### src/rtl/range_arb_pkg.sv
// range_arb_pkg: shared FSM state type, default sizes and index-width helper for the lane arbiters
package range_arb_pkg;
  typedef enum logic {IDLE, LOCK} state_t;
  localparam int W_DEF = 4;
  localparam int N_DEF = 4;
  localparam int MAXB_DEF = 4;
  function automatic int clog2_min1(input int n);
    return (n <= 1) ? 1 : $clog2(n);
  endfunction
endpackage

### src/rtl/rr_pick.sv
// rr_pick: combinational round-robin pick of the first set request at or above ptr, wrapping
//   req   in  N   request vector
//   ptr   in  IW  highest-priority index (must be < N)
//   idx   out IW  chosen index (0 when none)
//   found out 1   any request set
module rr_pick
  import range_arb_pkg::*;
#(
  parameter int N = N_DEF,
  parameter int IW = clog2_min1(N)
) (
  input  logic [N-1:0]  req,
  input  logic [IW-1:0] ptr,
  output logic [IW-1:0] idx,
  output logic          found
);
  logic [2*N-1:0] rot;
  logic [IW:0] sum;
  // rot[k] is the request at (ptr+k) wrapped, so the lowest set bit is the winner
  assign rot = {req, req} >> ptr;
  always_comb begin
    idx = '0;
    found = 1'b0;
    sum = '0;
    for (int k = N - 1; k >= 0; k--) begin
      if (rot[k]) begin
        sum = {1'b0, ptr} + (IW + 1)'(k);
        idx = (sum >= (IW + 1)'(N)) ? IW'(sum - (IW + 1)'(N)) : IW'(sum);
        found = 1'b1;
      end
    end
  end
endmodule

### src/rtl/range_lane_arbiter.sv
// range_lane_arbiter: round-robin burst arbiter sharing one registered W-bit lane among N requesters
//   clk/rst                      clock, asynchronous active-low reset
//   req_valid/req_data/req_last  per-requester beats (requester i at req_data[i*W +: W])
//   req_ready                    one-hot accept to the granted requester
//   out_valid/data/id/last       registered output beat, source index, end-of-grant flag
//   out_ready                    downstream accept
//   busy                         high while a grant is held
module range_lane_arbiter
  import range_arb_pkg::*;
#(
  parameter int W = W_DEF,
  parameter int N = N_DEF,
  parameter int IW = clog2_min1(N),
  parameter int MAXB = MAXB_DEF,
  parameter int CW = $clog2(MAXB + 1)
) (
  input  logic           clk,
  input  logic           rst,
  input  logic [N-1:0]   req_valid,
  input  logic [N*W-1:0] req_data,
  input  logic [N-1:0]   req_last,
  output logic [N-1:0]   req_ready,
  output logic           out_valid,
  output logic [W-1:0]   out_data,
  output logic [IW-1:0]  out_id,
  output logic           out_last,
  input  logic           out_ready,
  output logic           busy
);
  state_t state, state_nxt;
  logic [IW-1:0] rr_ptr, grant_id, pick_id, nxt_ptr;
  logic [CW-1:0] beat_cnt, cnt_inc;
  logic [W-1:0] g_data;
  logic pick_found, lock, accept, g_last, end_beat;

  rr_pick #(.N(N), .IW(IW)) u_pick (
    .req  (req_valid),
    .ptr  (rr_ptr),
    .idx  (pick_id),
    .found(pick_found)
  );

  assign lock = state == LOCK;
  assign busy = lock;
  // the output register may load while it drains, so accept whenever it empties this edge
  assign req_ready = (lock && (!out_valid || out_ready)) ? N'(1) << grant_id : '0;
  // req_ready is one-hot on grant_id, so masking selects the granted requester's signals
  assign accept = |(req_valid & req_ready);
  assign g_last = |(req_last & req_ready);
  assign g_data = W'(req_data >> (32'(grant_id) * W));
  assign cnt_inc = beat_cnt + CW'(1);
  assign end_beat = g_last || cnt_inc == CW'(MAXB);
  assign nxt_ptr = (grant_id == IW'(N - 1)) ? '0 : grant_id + IW'(1);

  always_comb begin
    state_nxt = lock ? ((accept && end_beat) ? IDLE : LOCK) : (pick_found ? LOCK : IDLE);
  end

  always_ff @(posedge clk or negedge rst) begin
    if (!rst) state <= IDLE;
    else state <= state_nxt;
  end

  always_ff @(posedge clk or negedge rst) begin
    if (!rst) begin
      rr_ptr <= '0;
      grant_id <= '0;
      beat_cnt <= '0;
      out_valid <= 1'b0;
      out_data <= '0;
      out_id <= '0;
      out_last <= 1'b0;
    end else begin
      if (!lock && pick_found) begin
        grant_id <= pick_id;
        beat_cnt <= '0;
      end
      if (accept) begin
        beat_cnt <= cnt_inc;
        out_data <= g_data;
        out_id <= grant_id;
        out_last <= end_beat;
      end
      if (accept && end_beat) rr_ptr <= nxt_ptr;
      out_valid <= accept || (out_valid && !out_ready);
    end
  end
endmodule

### config.mk
export PLATFORM = sky130hd
export DESIGN_NAME = range_lane_arbiter
export DESIGN_NICKNAME = d
export VERILOG_FILES = /design/src/rtl/range_arb_pkg.sv /design/src/rtl/rr_pick.sv /design/src/rtl/range_lane_arbiter.sv
export SDC_FILE = /design/constraint.sdc
export NUM_CORES = 1
export LEC_CHECK = 0
export ABC_CLOCK_PERIOD_IN_PS = 5700
export BUFFER_PORTS_ARGS = -buffer_cell sky130_fd_sc_hd__buf_4
export CORE_ASPECT_RATIO = 1.25
export CORE_MARGIN = 2
export CORE_UTILIZATION = 52
export CTS_BUF_LIST = sky130_fd_sc_hd__clkbuf_8
export CTS_CLUSTER_DIAMETER = 30
export DETAILED_ROUTE_END_ITERATION = 12
export GPL_ROUTABILITY_DRIVEN = 0
export PLACE_DENSITY = 0.86
export SYNTH_ARGS = -nofsm -noshare
export SYNTH_HDL_FRONTEND = slang
export SYNTH_SLANG_ARGS = --single-unit
### constraint.sdc
create_clock -name clk -period 5.7 [get_ports clk]
set_clock_uncertainty 0.15 [all_clocks]
set_input_delay 0 -clock clk [delete_from_list [all_inputs] [get_ports clk]]
set_output_delay 0 -clock clk [all_outputs]
set_load 0.02 [all_outputs]
Word level (Yosys, flattened, before mapping):

Index checks and enable logic that the tools add are counted.

* $add $sub $neg: 9
* $lt $le $gt $ge: 4
* equal/unequal tests: 2
* shift-type cells: 3
* mux-type cells: 19
* bitwise logic cells: 2
* reductions and logical operators: 13

Operator list (count)
* two-way mux 2 bit: 9
* >> shifter 16 x 4 -> 4 bit: 1
* >= comparator 3 bit (second input constant): 3
* bitwise AND 4 bit: 2
* OR reduction 4 bit: 2
* >> shifter 8 x 2 -> 4 bit: 1
* subtractor 2 x 1 -> 2 bit (second input constant): 4
* two-way mux 1 bit: 7
* adder 2 x 2 -> 3 bit (second input constant): 2
* two-way mux 3 bit: 2
* logical AND 1 bit: 4
* two-way mux 4 bit: 1
* left shift 1 x 2 -> 4 bit (first input constant): 1
* adder 2 x 1 -> 3 bit (second input constant): 1
* adder 3 x 1 -> 3 bit (second input constant): 1
* equality test 3 bit (second input constant): 1
* >= comparator 2 x 3 -> 1 bit (second input constant): 1
* zero test 1 bit: 3
* logical OR 1 bit: 3
* adder 2 x 1 -> 2 bit (second input constant): 1
* equality test 2 bit (second input constant): 1
* nonzero test 2 bit: 1

* flip-flop bits (word level): 16
* bits of input ports: 27
* word-level logic and storage cells: 60

Logic depth before layout (Yosys ltp):

Gate-level depths: netlist of the first run.

* depth in word-level cells: 10
* depth in mapped cells: 8
* gate-level depth less buffers: 6

Hierarchy:

A second synthesis of the first run with hierarchy kept.

* cells, all modules: 84
* area total of the unflattened synthesis: 968.4 µm²

Modules (own cells, without submodules)
* range_lane_arbiter: times used 1, cells each 69, area each 890.9 µm²
* rr_pick: times used 1, cells each 15, area each 77.6 µm²

Least setup slack after synthesis of the first run:

Ideal clock, no wire load.

* path type: flip-flop to flip-flop
* from: register grant_id[0]
* to: register rr_ptr[0]
* setup time: 0.128 ns
* arrival time: 1.914 ns
* setup slack: 3.509 ns
* stages on the path, launching flop included: 8
* buffers on the path: 1
* clock period less this slack: 2.191 ns
* cells stage by stage: dfrtp_1 clkbuf_1 inv_1 ha_1 a22o_1 o211ai_4 a31oi_2 mux2_1

* longest elaborated chain between the ends: 6
* elaborated cells between the ends (all ways): 11
* classes of those cells: add/sub: 1; eq/ne: 1; shift: 1; mux: 2; bitwise: 2; reduce/logical: 4

Ends and longest elaborated chain
* from (decl): RTL line range_lane_arbiter.sv:31 `logic [IW-1:0] rr_ptr, grant_id, pick_id, nxt_ptr;`
* from (signal assigned): RTL line range_lane_arbiter.sv:75 `grant_id <= pick_id;`
* left shift 1 x 2 -> 4 bit: RTL line range_lane_arbiter.sv:46 `assign req_ready = (lock && (!out_valid || out_ready)) ? N'(1) << grant_id : '0;`
* two-way mux 4 bit: RTL line range_lane_arbiter.sv:46
* bitwise AND 4 bit: RTL line range_lane_arbiter.sv:49 `assign g_last = |(req_last & req_ready);`
* OR reduction 4 bit: RTL line range_lane_arbiter.sv:49
* logical OR 1 bit: RTL line range_lane_arbiter.sv:52 `assign end_beat = g_last || cnt_inc == CW'(MAXB);`
* logical AND 1 bit: RTL line range_lane_arbiter.sv:84 `if (accept && end_beat) rr_ptr <= nxt_ptr;`
* to (signal assigned): RTL line range_lane_arbiter.sv:84
* to (decl): RTL line range_lane_arbiter.sv:31

Several ways; a longest one is shown, not always the timed one.
A chain may end at the register's enable or synchronous reset.

Worst setup path after layout of the first run:

* from: register grant_id[0]
* to: register rr_ptr[1]

Same word-level chain as after synthesis.

==> results.sh, run 1 <==
export IMPL_status="completed"
export IMPL_die_area_um2=2170
export IMPL_setup_violations=0
export IMPL_dp_hpwl_um=1770
export IMPL_rows=17
export IMPL_tightest_slew_ps=743
export IMPL_fillers=110
export IMPL_numPortBuffers=39
export IMPL_critical_path_arrival_ps=2430
export IMPL_cts_max_path_buffers=2
export IMPL_drc=0
export IMPL_synth_top_area_share_pct=42.4
export IMPL_r2r_cells=6
export IMPL_final_layout_size_suffix_gt1_share_pct=42.5
export IMPL_maxCapViolCount=0
export IMPL_final_antenna_net_count=0
export IMPL_start_util_pct=54.1
export IMPL_syn_area_um2=943
export IMPL_critical_path_top_delay_family="compound AO/OA/AOI/OAI gates"
export IMPL_holdPathStages=3
export IMPL_worstSetupEndpointType="flop"
export IMPL_ys_seq_area_share_pct=42.4
export IMPL_synth_cell_type_count=27
export IMPL_yosys_top_cells_area="dfrtp_1 (42%), mux4_2 (9.5%), ha_1 (8.0%), mux2_2 (4.8%), o21ai_0 (3.7%)"
export IMPL_layout_common_cells="buf_4 (39), dfrtp_1 (16), o21ai_0 (7)"
export IMPL_crit_buf_inv=1
export IMPL_clk_pin_slew_worst_paths_ps=60
export IMPL_num_io_pins=40
export IMPL_required_ps=5680
export IMPL_hold_class="input port to flop"
export IMPL_crit_cells=6
export IMPL_tns_ps=0
export IMPL_startpoint_type="flop"
export IMPL_min_period_ps=2440
export IMPL_clk_latency_ps=250
export IMPL_worstPathCellList="inv_1 -> ha_1 -> a22o_1 -> o211ai_4 -> a31oi_2 -> mux2_1"
export IMPL_worstPathMaxFanout=17
export IMPL_numCtsBuffers=3
export IMPL_cp_slowest_stage_delay_ps=590
export IMPL_avgRoutedWirePerCell_um=16.6
export IMPL_hold_slack_ps=0.754
export IMPL_grt_pass1_vias=805
export IMPL_layout_commonest_cell="buf_4"
export IMPL_grt_usage_pct=24.0
export IMPL_syn_inst=82
export IMPL_crit_slowest_cell="dfrtp_1"
export IMPL_cts_setup_buffers=0
export IMPL_max_slew_margin_rel_pct=50.3
export IMPL_htreeDepth=1
export IMPL_max_freq_mhz=409
export IMPL_yosysWarnings=0
export IMPL_final_hold_viol_count=0
export IMPL_grt_setup_unrepaired="false"
export IMPL_via_per_inst=5.84
export IMPL_die_y_um=51.6
export IMPL_cellLeakagePower_nw=0.679
export IMPL_drt_initial_drc_count=17
export IMPL_detail_route_first_pass_iterations=4
export IMPL_syn_area_per_cell_um2=11.5
export IMPL_grt_pass1_wl_um=3810
export IMPL_fin_crit_sh_pct=42.9
export IMPL_n_antenna_cell=0
export IMPL_synth_seq_cells=16
export IMPL_timing_worst_setup_path_type="flop to flop"
export IMPL_wl_um=2430
export IMPL_cts_sinks=16
export IMPL_slew_viol_final=0
export IMPL_grt_max_degree=18
export IMPL_place_area_um2=1250
export IMPL_core_area_um2=1740
export IMPL_final_area_um2=1340
export IMPL_die_x_um=42.1
export IMPL_ir_drop_uv=278
export IMPL_synth_fp_nets=115
export IMPL_antenna_found_initial=0
export IMPL_area_growth_pct=42.4
export IMPL_p_per_area_nw_per_um2=508
export IMPL_cts_tree="built"
export IMPL_synth_top_area_cell="dfrtp_1"
export IMPL_gr_total_overflow=0
export IMPL_vias=853
export IMPL_cts_root_buf="clkbuf_8"
export IMPL_fin_nets=161
## cells by family (layout without fill, tap and decap cells)
kind of cell / Yosys count / count (layout) / share of synthesized area (%)
AO/OA/AOI/OAI: 23 / 23 / 18.8
adder cells (fa/ha/maj): 6 / 6 / 7.96
buffers and inverters: 7 / 52 / 3.18
flip-flops: 16 / 16 / 42.4
multiplexers: 11 / 11 / 17.8
AND/OR/NAND/NOR: 19 / 19 / 9.81
## cell usage after synthesis (all sizes together)
library cell and instances:
dfrtp 16, o21ai 7, ha 6, mux2 6, nand2 6, inv 5, and3 4, mux4 4
a21oi 3, nand3 3, nor2 3, a21o 2, a22o 2, a22oi 2, nor2b 2, a2111oi 1
a31oi 1, buf 1, clkbuf 1, mux2i 1, nand2b 1, o211ai 1, o21a 1, o21bai 1
o22ai 1, o41ai 1
## where the power goes
part / switching [W] / leakage, nW / internal (W)
sequential: 0.0000574 / 0.196 / 0.000167
clock: 0.0000396 / 0.0288 / 0.0000613
combinational: 0.000180 / 0.454 / 0.000177
## path summary, 6_finish.rpt
check | from | end | slack, ps
setup / recovery | grant_id[0] | rr_ptr[1] | 3260
hold / removal | req_valid[1] | busy | 0.8
setup reg to reg | grant_id[0] | rr_ptr[1] | 3260
hold reg to reg | out_last | out_last | 330
max in group asynchronous | rst | beat_cnt[1] | 4200
min in group asynchronous | rst | beat_cnt[0] | 730
## worst min-delay path: stages
cell     delay [ps]
buf_4           120
o41ai_2         140
o21ai_0         100
## stage by stage
| step | instances | power, W | setup slack [ps] | util [%] |
|---|---|---|---|---|
| CTS | 146 | 0.000684 | 3240 | 77.0 |
| detailed placement | 138 | 0.000580 | 3270 | 71.6 |
| finish | 146 | 0.000683 | 3260 | 77.0 |
| global route | 146 | 0.000725 | 3090 | 77.0 |
| floorplan | 82 | 0.000454 | 3510 | - |
| global placement | 138 | 0.000564 | 3400 | 71.6 |
## what timing repair did
action                     CTS  global route
hold buffers                 4             0
gates resized for setup      0             0
setup endpoints to repair    0             0
hold endpoints to repair    18             0
## area by class of cell
class / instances / area [um^2] / share of cell area [%]
clock buffer: 4 / 55.1 / 4.10
inverter: 5 / 18.8 / 1.40
sequential: 16 / 400 / 29.8
multi-input combinational: 59 / 513 / 38.2
timing repair buffer: 43 / 333 / 24.8
tap: 19 / 23.8 / 1.77
## registers in the layout, summed over array words and instances, names as in the netlist
| register | count |
|---|---|
| out_data | 4 |
| out_last | 1 |
| out_id | 2 |
| busy | 1 |
| grant_id | 2 |
| beat_cnt | 3 |
| rr_ptr | 2 |
| out_valid | 1 |
## layer usage
metal  share of wire [%]  global-route usage (%)  vias up
met1                  37                    24.7      406
met3                 7.6                    4.86        6
li1                    -                       -      399
met5                   0                       0        -
met2                  52                    45.8       42
met4                 2.6                    12.0        0
(Power assumes the default switching activity.)
==> run 2, diff against run 1 <==
ABC_AREA = 1   (was not set)
ABC_CLOCK_PERIOD_IN_PS = 2400   (was 5700)
CORE_UTILIZATION = 53   (was 52)
PLACE_DENSITY = 0.82   (was 0.86)
clock period = 2.4 ns   (was 5.7 ns; I/O delays follow)
==> results.sh, run 2 <==
export IMPL_core_area_um2=2380
export IMPL_numPortBuffers=39
export IMPL_drt_initial_drc_count=31
export IMPL_synth_edf_count=0
export IMPL_numCtsBuffers=3
export IMPL_detail_route_first_pass_iterations=4
export IMPL_max_freq_mhz=501
export IMPL_tightest_slew_ps=706
export IMPL_muxShareOfSynthArea_pct=0
export IMPL_gr_total_overflow=0
export IMPL_grt_usage_pct=24.2
export IMPL_largest_reg_flops=4
export IMPL_num_io_pins=40
export IMPL_ys_async_sr_fraction_pct=100
export IMPL_min_from="req_data[3]"
export IMPL_min_period_ps=2000
export IMPL_hold_class="input port to flop"
export IMPL_ir_drop_uv=1060
export IMPL_synth_fp_nets=215
export IMPL_timing_worst_setup_path_type="flop to flop"
export IMPL_power_w=0.00218
export IMPL_final_area_um2=1700
export IMPL_setup_violations=0
export IMPL_syn_inst=182
export IMPL_die_area_um2=2870
export IMPL_required_ps=2430
export IMPL_whs_endpoint="out_data[3]"
export IMPL_antenna_found_initial=0
export IMPL_synth_top_area_share_pct=30.7
export IMPL_syn_area_um2=1300
export IMPL_tns_ps=0
export IMPL_dp_hpwl_um=2560
export IMPL_top_register="out_data"
export IMPL_worst_slack_ps=403
export IMPL_clk_latency_ps=250
export IMPL_startpoint_type="flop"
export IMPL_place_area_um2=1610
export IMPL_yosys_top_cells_area="dfrtp_1 (31%), nand2_1 (16%), nand2_4 (6.9%), ha_1 (5.8%), nand2_2 (5.3%)"
export IMPL_synth_cell_type_count=23
export IMPL_grt_setup_unrepaired="false"
export IMPL_grt_max_degree=17
export IMPL_rows=20
export IMPL_drc=0
export IMPL_max_slew_margin_rel_pct=52.8
export IMPL_cts_resized_gates=0
export IMPL_die_y_um=59.4
export IMPL_layout_commonest_cell="nand2_1"
export IMPL_syn_area_per_cell_um2=7.16
export IMPL_grt_pass1_vias=1274
export IMPL_wl_um=3240
export IMPL_place_ws_ps=443
export IMPL_r2r_end="beat_cnt[0]"
export IMPL_maxCapViolCount=0
export IMPL_n_antenna_cell=0
export IMPL_final_antenna_net_count=0
export IMPL_status="completed"
export IMPL_worstPathMaxFanout=14
export IMPL_synth_top_family_by_area="simple AND/OR/NAND/NOR gates"
export IMPL_hold_slack_ps=22.8
export IMPL_fin_crit_sh_pct=83.2
export IMPL_via_per_inst=5.11
export IMPL_synthSimpleGateAreaFrac_pct=43.6
export IMPL_htreeDepth=1
export IMPL_synth_ff_type="dfrtp_1"
export IMPL_cellLeakagePower_nw=0.956
export IMPL_cts_max_path_buffers=2
export IMPL_yosys_area_share_xor_xnor_pct=0.672
export IMPL_layout_common_cells="nand2_1 (57), buf_4 (40), inv_1 (17)"
export IMPL_startpoint="grant_id[0]"
export IMPL_vias=1328
export IMPL_critical_path_arrival_ps=2030
export IMPL_p_per_area_nw_per_um2=1280
export IMPL_worstSetupEndpointType="flop"
export IMPL_clk_pin_slew_worst_paths_ps=60
export IMPL_cts_sinks=16
export IMPL_cts_root_buf="clkbuf_8"
export IMPL_holdPathStages=5
export IMPL_r2r_setup_slack_ps=400
export IMPL_slew_viol_final=0
export IMPL_synth_top_area_cell="dfrtp_1"
export IMPL_area_growth_pct=30.8
export IMPL_start_util_pct=54.8
export IMPL_avgRoutedWirePerCell_um=12.5
export IMPL_r2r_cells=9
export IMPL_cts_tree="built"
export IMPL_grt_pass1_wl_um=5340
export IMPL_yosysWarnings=0
export IMPL_synth_common_cells="nand2_1 (57), inv_1 (17), dfrtp_1 (16)"
export IMPL_final_layout_size_suffix_gt1_share_pct=34.4
export IMPL_synth_most_common_cell="nand2_1"
export IMPL_ys_seq_area_share_pct=30.7
export IMPL_largestRegisters="out_data (4), beat_cnt (3)"
export IMPL_final_hold_viol_count=0
export IMPL_synth_compound_area_share_pct=10.2
export IMPL_r2r_start="grant_id[0]"
export IMPL_synth_seq_cells=16
export IMPL_die_x_um=48.3
export IMPL_synth_fa_ha_area_share_pct=5.76
export IMPL_fin_nets=261
## run 2: cell types whose count changed in the layout (fill, tap and decap cells not counted), moves of 7 or more
cell and delta:
nand2_2 +11, nand2_1 +51, nand3_1 +7, inv_1 +12, nor2_1 +11, nand2_4 +8
## run 2: worst max-delay path by stage
stage                  endpoint  slack [ps]  cells past startpoint
floorplan                  busy         660                     11
global placement    beat_cnt[0]         480                      9
global route          out_id[1]         260                      9
finish              beat_cnt[0]         400                      9
CTS                 beat_cnt[0]         420                      9
detailed placement  beat_cnt[0]         440                      9
## run 2: kinds of logic (layout without fill, tap and decap cells)
| family | after synthesis | in the layout |
|---|---|---|
| compound gates | 24 | 24 |
| xor+xnor | 1 | 1 |
| fa+ha+maj | 6 | 6 |
| buf+inv | 25 | 70 |
| flops | 16 | 16 |
| simple gates | 110 | 110 |
## run 2: worst max-delay path, cell delays in order (launching register included)
cell and delay [ps]:
dfrtp_1 350, clkinv_1 250, ha_1 310, inv_1 90, nor2_4 50, nand2_4 60
nand2_4 60, nor2_4 370, nand3_1 150, o21ai_2 80
## run 2: timing repair
action                    in CTS  in global routing
hold buffers                   4                  0
hold endpoints to repair      18                  0
setup buffers                  0                  0
## run 2: through the flow
stage | cells | utilization, %
after global placement | 252 | 67.7
after floorplan | 182 | -
after CTS | 260 | 71.7
final | 260 | 71.7
after detailed placement | 252 | 67.7
after global routing | 260 | 71.7
## run 2: power by group
group	internal [W]	switching, W
sequential	0.000395	0.000138
combinational	0.000520	0.000886
clock	0.000146	0.0000934
total	0.00106	0.00112
## run 2: routing by layer
| layer | share of wire [%] | track usage [%] | up-vias |
|---|---|---|---|
| met5 | 0 | 0 | - |
| met4 | 2.8 | 9.39 | 0 |
| met3 | 5.1 | 3.28 | 11 |
| met2 | 50 | 48.0 | 50 |
| met1 | 42 | 26.0 | 606 |
| li1 | - | - | 661 |
## run 2: area by class of cell
| class | count | area, um^2 |
|---|---|---|
| repair buffers | 44 | 340 |
| well taps | 33 | 41.3 |
| multi-input cells | 141 | 785 |
| fillers | 205 | 673 |
| clock buffers | 4 | 55.1 |
| flip-flops and latches | 16 | 400 |
| inverters | 22 | 82.6 |
==> run 3, diff against run 2 <==
ABC_CLOCK_PERIOD_IN_PS = 1700   (was 2400)
CORE_UTILIZATION = 48   (was 53)
PLACE_DENSITY = 0.78   (was 0.82)
clock period = 1.7 ns   (was 2.4 ns; I/O delays follow)
==> results.sh, run 3 (synthesized netlist as in run 2, its figures left out) <==
export IMPL_status="completed"
export IMPL_cpMostUsedCell="nand2_4"
export IMPL_min_from="req_data[7]"
export IMPL_avgRoutedWirePerCell_um=12.6
export IMPL_rows=21
export IMPL_max_freq_mhz=608
export IMPL_start_util_pct=49.6
export IMPL_max_slew_margin_rel_pct=84.3
export IMPL_grt_max_degree=17
export IMPL_cts_max_path_buffers=2
export IMPL_grt_pass1_wl_um=5530
export IMPL_slew_viol_final=0
export IMPL_tns_ps=0
export IMPL_worstPathCellList="buf_4 -> ha_2 -> inv_2 -> nor2_4 -> nand2_4 -> nand2_4 -> inv_2 -> nand2_4 -> nand2_4 -> nand2_1 -> nand2_1"
export IMPL_final_hold_viol_count=0
export IMPL_gr_total_overflow=0
export IMPL_numPortBuffers=39
export IMPL_cts_root_buf="clkbuf_8"
export IMPL_min_period_ps=1640
export IMPL_core_area_um2=2630
export IMPL_htreeDepth=1
export IMPL_numCtsBuffers=3
export IMPL_tightest_slew_ps=234
export IMPL_worstPathMaxFanout=5
export IMPL_r2r_cells=11
export IMPL_antenna_found_initial=0
export IMPL_r2r_end="busy"
export IMPL_detail_route_first_pass_iterations=4
export IMPL_ir_drop_uv=1220
export IMPL_r2r_setup_slack_ps=60
export IMPL_startpoint_type="flop"
export IMPL_cellLeakagePower_nw=1.01
export IMPL_crit_buf_inv=3
export IMPL_dp_hpwl_um=2630
export IMPL_grt_setup_unrepaired="true"
export IMPL_die_y_um=62.2
export IMPL_hold_slack_ps=2.91
export IMPL_setup_violations=0
export IMPL_largestRegisters="out_data (4), beat_cnt (3)"
export IMPL_cts_tree="built"
export IMPL_clk_pin_slew_worst_paths_ps=60
export IMPL_cts_sinks=16
export IMPL_place_ws_ps=23.9
export IMPL_p_per_area_nw_per_um2=1870
export IMPL_drc=0
export IMPL_die_x_um=50.6
export IMPL_worst_slack_ps=55.2
export IMPL_r2r_start="grant_id[0]"
export IMPL_drt_initial_drc_count=26
export IMPL_wl_um=3440
export IMPL_clk_latency_ps=250
export IMPL_cp_slowest_stage_delay_ps=410
export IMPL_holdPathStages=5
export IMPL_layout_common_cells="nand2_1 (56), buf_4 (46), nor2_1 (14), dfrtp_1 (14), nand2_2 (13)"
export IMPL_timing_worst_setup_path_type="flop to flop"
export IMPL_critical_path_arrival_ps=1640
export IMPL_die_area_um2=3150
export IMPL_whs_endpoint="out_data[3]"
export IMPL_grt_usage_pct=22.9
export IMPL_layout_commonest_cell="nand2_1"
export IMPL_critical_path_top_delay_family="simple AND/OR/NAND/NOR gates"
export IMPL_maxCapViolCount=0
export IMPL_area_growth_pct=40.2
export IMPL_final_layout_size_suffix_gt1_share_pct=42.9
export IMPL_vias=1354
export IMPL_top_register="out_data"
export IMPL_via_per_inst=4.98
export IMPL_grt_pass1_vias=1296
export IMPL_fin_crit_sh_pct=96.8
export IMPL_n_antenna_cell=0
export IMPL_num_io_pins=40
export IMPL_worstSetupEndpointType="flop"
export IMPL_hold_class="input port to flop"
export IMPL_final_antenna_net_count=0
export IMPL_required_ps=1700
export IMPL_fin_nets=272
export IMPL_largest_reg_flops=4
export IMPL_crit_slowest_cell="dfrtp_2"
run 3: cell types whose count changed in the layout (fill, tap and decap cells not counted), moves of 3 or more:
| cell | before | now |
|---|---|---|
| inv_1 | 17 | 12 |
| ha_1 | 6 | 3 |
| buf_6 | 0 | 4 |
| buf_4 | 40 | 46 |
| ha_2 | 0 | 3 |
| inv_2 | 4 | 9 |
run 3: through the flow:
step           utilization [%]  instance area, um^2  instances  total power [W]
3_3_place_gp              63.5                 1670        260          0.00285
2_1_floorplan                -                 1310        182          0.00226
6_report                  69.5                 1830        272          0.00341
5_1_grt                   69.5                 1830        272          0.00368
3_5_place_dp              63.5                 1670        260          0.00290
4_1_cts                   67.5                 1770        269          0.00325
run 3: report_power, final:
group	internal, W	switching [W]	total, W
logic	0.000944	0.00137	0.00231
registers	0.000563	0.000192	0.000754
clock network	0.000206	0.000135	0.000341
total	0.00171	0.00169	0.00341
run 3: layout make-up:
type,instances,area [um^2]
well taps,34,42.5
clock buffers,4,55.1
multi-input cells,142,810
flip-flops and latches,16,403
repair buffers,54,430
inverters,22,85.1
fillers,218,802
run 3: worst reg2reg max path: cells and delay by family, from the launching register on:
family / cells / cell delay [ps]
buf+inv: 3 / 240
simple gates: 7 / 540
fa+ha+maj: 1 / 200
flops: 1 / 410
run 3: per-layer routing:
layer / up-vias / routed length (um) / GRT usage, %
li1: 686 / - / -
met1: 619 / 1380 / 26.5
met2: 40 / 1830 / 40.0
met3: 9 / 142 / 3.61
met4: 0 / 89 / 11.1
met5: - / 0 / 0
run 3: worst max path at each step:
stage	start	endpoint	slack, ps	depth (start not counted)
global placement	grant_id[0]	out_id[1]	90	9
global route	grant_id[0]	rr_ptr[1]	-20	11
floorplan	grant_id[1]	busy	30	11
detailed placement	grant_id[1]	busy	20	11
CTS	grant_id[0]	out_id[1]	10	10
finish	grant_id[0]	busy	60	11
run 3: repair_timing:
action | CTS | global route
endpoints found under the setup margin | 0 | 16
hold buffers | 5 | 0
gates resized for setup | 0 | 19
endpoints found under the hold margin | 19 | 0
buffers inserted | 0 | 2
